===== config.mk =====
export PLATFORM = sky130hd
export DESIGN_NAME = click_to_sync_bridge
export DESIGN_NICKNAME = d
export VERILOG_FILES = /design/src/rtl/click_to_sync_bridge.sv
export SDC_FILE = /design/constraint.sdc
export NUM_CORES = 1
export LEC_CHECK = 0
export BUFFER_PORTS_ARGS = -buffer_cell sky130_fd_sc_hd__buf_2
export CAP_MARGIN = 20
export CORE_MARGIN = 2
export CORE_UTILIZATION = 60
export CTS_BUF_LIST = sky130_fd_sc_hd__clkbuf_4
export DETAILED_ROUTE_END_ITERATION = 10
export PLACE_DENSITY = 0.81
export SLEW_MARGIN = 20
export SYNTH_ARGS = -nofsm -noshare
export SYNTH_HDL_FRONTEND = slang
export SYNTH_SLANG_ARGS = --single-unit

===== constraint.sdc =====
create_clock -name clk -period 3.3 [get_ports clk]
set_clock_uncertainty 0.15 [all_clocks]
set_input_delay 0.165 -clock clk [delete_from_list [all_inputs] [get_ports clk]]
set_output_delay 0.165 -clock clk [all_outputs]
set_load 0.01 [all_outputs]

===== src/rtl/click_to_sync_bridge.sv =====
// Click (2-phase bundled-data) receiver: synchronises req, captures data into a
// small FWFT FIFO, returns ack from a flop and presents tokens as valid/ready.
module click_to_sync_bridge #(
    parameter int DATA_W      = 8,
    parameter int DEPTH       = 4,
    parameter int SYNC_STAGES = 2
) (
    input  logic                         clk,
    input  logic                         rst_n,
    input  logic                         in_req,
    input  logic [DATA_W-1:0]            in_data,
    output logic                         in_ack,
    output logic                         out_valid,
    input  logic                         out_ready,
    output logic [DATA_W-1:0]            out_data,
    output logic [$clog2(DEPTH+1)-1:0]   fill_level
);
    localparam int PTR_W = $clog2(DEPTH);
    localparam int CNT_W = $clog2(DEPTH+1);

    logic [SYNC_STAGES-1:0]         sync_q, sync_d;
    logic                           ack_q, ack_d;
    logic [PTR_W-1:0]               wr_ptr_q, wr_ptr_d;
    logic [PTR_W-1:0]               rd_ptr_q, rd_ptr_d;
    logic [CNT_W-1:0]               cnt_q, cnt_d;
    logic [DATA_W-1:0]              hold_q, hold_d;
    logic [DEPTH-1:0][DATA_W-1:0]   mem_q, mem_d;

    logic req_sync, full, empty, push, pop;

    always_comb begin
        req_sync = sync_q[SYNC_STAGES-1];
        full     = (cnt_q == CNT_W'(DEPTH));
        empty    = (cnt_q == '0);
        // Full is judged on the registered count only; a pop this edge frees
        // the slot for the following edge.
        push     = (req_sync != ack_q) && !full;
        pop      = !empty && out_ready;

        sync_d   = {sync_q[SYNC_STAGES-2:0], in_req};
        ack_d    = push ? ~ack_q : ack_q;
        wr_ptr_d = push ? wr_ptr_q + PTR_W'(1) : wr_ptr_q;
        rd_ptr_d = pop  ? rd_ptr_q + PTR_W'(1) : rd_ptr_q;
        hold_d   = pop  ? mem_q[rd_ptr_q] : hold_q;

        mem_d = mem_q;
        if (push) mem_d[wr_ptr_q] = in_data;

        cnt_d = cnt_q;
        case ({push, pop})
            2'b10:   cnt_d = cnt_q + CNT_W'(1);
            2'b01:   cnt_d = cnt_q - CNT_W'(1);
            default: cnt_d = cnt_q;
        endcase
    end

    always_ff @(posedge clk or negedge rst_n) begin
        if (!rst_n) begin
            sync_q   <= '0;
            ack_q    <= 1'b0;
            wr_ptr_q <= '0;
            rd_ptr_q <= '0;
            cnt_q    <= '0;
            hold_q   <= '0;
            mem_q    <= '0;
        end else begin
            sync_q   <= sync_d;
            ack_q    <= ack_d;
            wr_ptr_q <= wr_ptr_d;
            rd_ptr_q <= rd_ptr_d;
            cnt_q    <= cnt_d;
            hold_q   <= hold_d;
            mem_q    <= mem_d;
        end
    end

    // When empty, out_data keeps showing the last token handed out.
    assign out_data   = empty ? hold_q : mem_q[rd_ptr_q];
    assign out_valid  = !empty;
    assign fill_level = cnt_q;
    assign in_ack     = ack_q;

endmodule


==> metrics.csv <==
metric,value,unit
CTS tree,yes,
Top Ports,25,
detailed placement HPWL,2650,um
placed cell count,211,
VDD IR max,0.506,mV
post-route ant nets,0,
Final period util,82.0,%
die height,66.2,um
area of the core,3690,um^2
leakage,0.00115,uW
Finished Layout Cells,229,
cell count after synthesis,144,
Syn. warnings,0,
synth top area cells,"dfrtp_1 (54%), mux2_2 (24%), mux4_2 (7.8%)",
WL per Instance,17.9,um
drt total wl,4110,um
via count,1252,
WHS,0.189,ns
vias per std cell,5.47,
clock sink count,50,
vias in the first global route,1364,
slew margin rel.,58.7,%
Clock Latency Late Sink,0.36,ns
row cnt,22,
cell area after layout,2660,um^2
sequential share of the synthesized area,53.9,%
total setup buffers inserted after CTS,0,
Min-Delay Path Class,input pin to async pin,
first-pass GRT wire length,6810,um
CP Capture Type,register,
antenna diode count,0,
count of cell types in the netlist,21,
Critical Path RT,3.44,ns
CTS buffer count,5,
clock-pin slew on the worst setup and hold paths,0.13,ns
initial DRC count,74,
initial antenna violation count,0,
layout cell share with drive strength beyond 1,52.5,%
outcome,"complete, no violations",
GRT Total Usage,21.9,%
CP Launch Type,register,
number of synthesized register bits,50,
synthesized area per cell,16.1,um^2
"Slowest-stage cell, CP",or3b_1,
minimum clock period,2.71,ns
CP Max Fanout,7,
pin count of the biggest net entering global routing,51,
post-synth top area share,53.9,%
Arrival @ worst endpoint,2.84,ns
H-tree depth,2,
# port buffers,24,
Placed Area,2480,um^2
CTS max path bufs,2,
die area,4380,um^2
DP Worst Slack,0.662,ns
Slowest Stage Delay on Critical Path,0.58,ns
area delta synth->final,14.8,%
mapped cell area,2320,um^2
CP top delay family,simple AND/OR/NAND/NOR gates,
Worst Tran Pin Value,0.620,ns
Final Net Count,198,
Setup TNS,0,ns
# DRC,0,
DRT Pass-1 Iters,4,
Post-Syn Nets,162,
final hold viol count,0,
Final GP Congestion,0.687,
"Critical Path, Cell by Cell","or3b_1, and2_2, inv_1, ha_1, inv_1, fa_1, xor2_1, nor2_1, xor2_1",
Worst Path Buf+Inv,2,
max-cap violation count,0,
kind of critical path,register to register,
"area leader, netlist",dfrtp_1,
chip width,66.2,um
f_max,370,MHz
Starting Density,62.9,%
max-slew violation count,0,
fin worst setup slack,0.595,ns
RSZ-0062 raised after global routing,no,
clock root cell,clkbuf_4,
gr ovfl total,0,
Setup-failing EPs final,0,
Pwr Density,1060,nW/um^2
[final timing paths]
kind,startpoint,to,slack [ns],depth (start not counted)
worst max-delay path,fill_level[0],fill_level[2],0.59,9
worst min-delay path,rst_n,wr_ptr_q[0],0.19,2
worst max register to register,fill_level[0],fill_level[2],0.59,9
worst min register to register,sync_q[0],sync_q[1],0.22,0
max in group asynchronous,rst_n,mem_q[25],2.40,2
min in group clk,sync_q[0],sync_q[1],0.22,0
[layout by cell type (no fill, tap or decap), drive strengths merged]
master	count
fa	1
o21ai	1
mux2	49
mux2i	1
nand2	1
nor2	1
buf	24
xor2	4
mux4	8
nand3	5
or3	1
inv	6
xnor2	3
ha	5
clkbuf	7
o31a	1
dfrtp	50
or3b	1
dlygate4sd3	10
bufinv	1
and2	1
[power by group]
group          switching [uW]  total (uW)  leakage, uW  internal (uW)
clock                     187         365    0.0000463            177
combinational             551        1310     0.000524            760
sequential                222        1140     0.000583            921
total                     960        2820      0.00115           1860
[through the flow]
| stage | utilization, % | total power [uW] |
|---|---|---|
| after CTS | 72.1 | 2850 |
| after floorplan | - | 2100 |
| after global routing | 72.2 | 3010 |
| final | 72.2 | 2820 |
| after global placement | 67.2 | 2370 |
| after detailed placement | 67.2 | 2460 |
[timing repair]
item,in CTS,in global routing
setup endpoints to repair,0,0
hold endpoints to repair,83,0
gates resized for setup,0,0
hold buffers,10,0
[cells in the mapped netlist, drive strengths merged]
master  count
and2        1
buf         3
clkbuf      2
dfrtp      50
fa          1
ha          5
inv         6
mux2       49
mux2i       1
mux4        8
nand2       1
nand3       5
nor2        1
o21ai       1
o31a        1
or3         1
or3b        1
xnor2       3
xor2        4
[kinds of logic after synthesis]
kind of cell    synth area share (%)
mux                             32.0
fa+ha+maj                       3.56
flops                           53.9
compound gates                 0.593
buf+inv                         1.94
xor+xnor                        3.45
simple gates                    4.53
[per-layer routing]
layer | global-route usage [%] | up-vias | wire length [um]
li1 | - | 589 | -
met3 | 4.09 | 8 | 113
met4 | 6.89 | 0 | 63
met1 | 26.4 | 629 | 1770
met2 | 39.4 | 26 | 2160
met5 | 0 | - | 0
[registers in the layout, indices dropped and copies added (netlist names)]
signal / count
hold_q: 8
rd_ptr_q: 2
fill_level: 3
in_ack: 1
sync_q: 2
wr_ptr_q: 2
mem_q: 32
[layout make-up]
class | instances | area [um^2]
multi-input combinational | 83 | 1020
tap | 48 | 60.1
clock buffer | 7 | 52.6
sequential | 50 | 1250
timing repair buffer | 34 | 223
clock inverter | 1 | 30.0
fill | 254 | 1030
inverter | 6 | 22.5
Power figures use the tool's default switching activity.
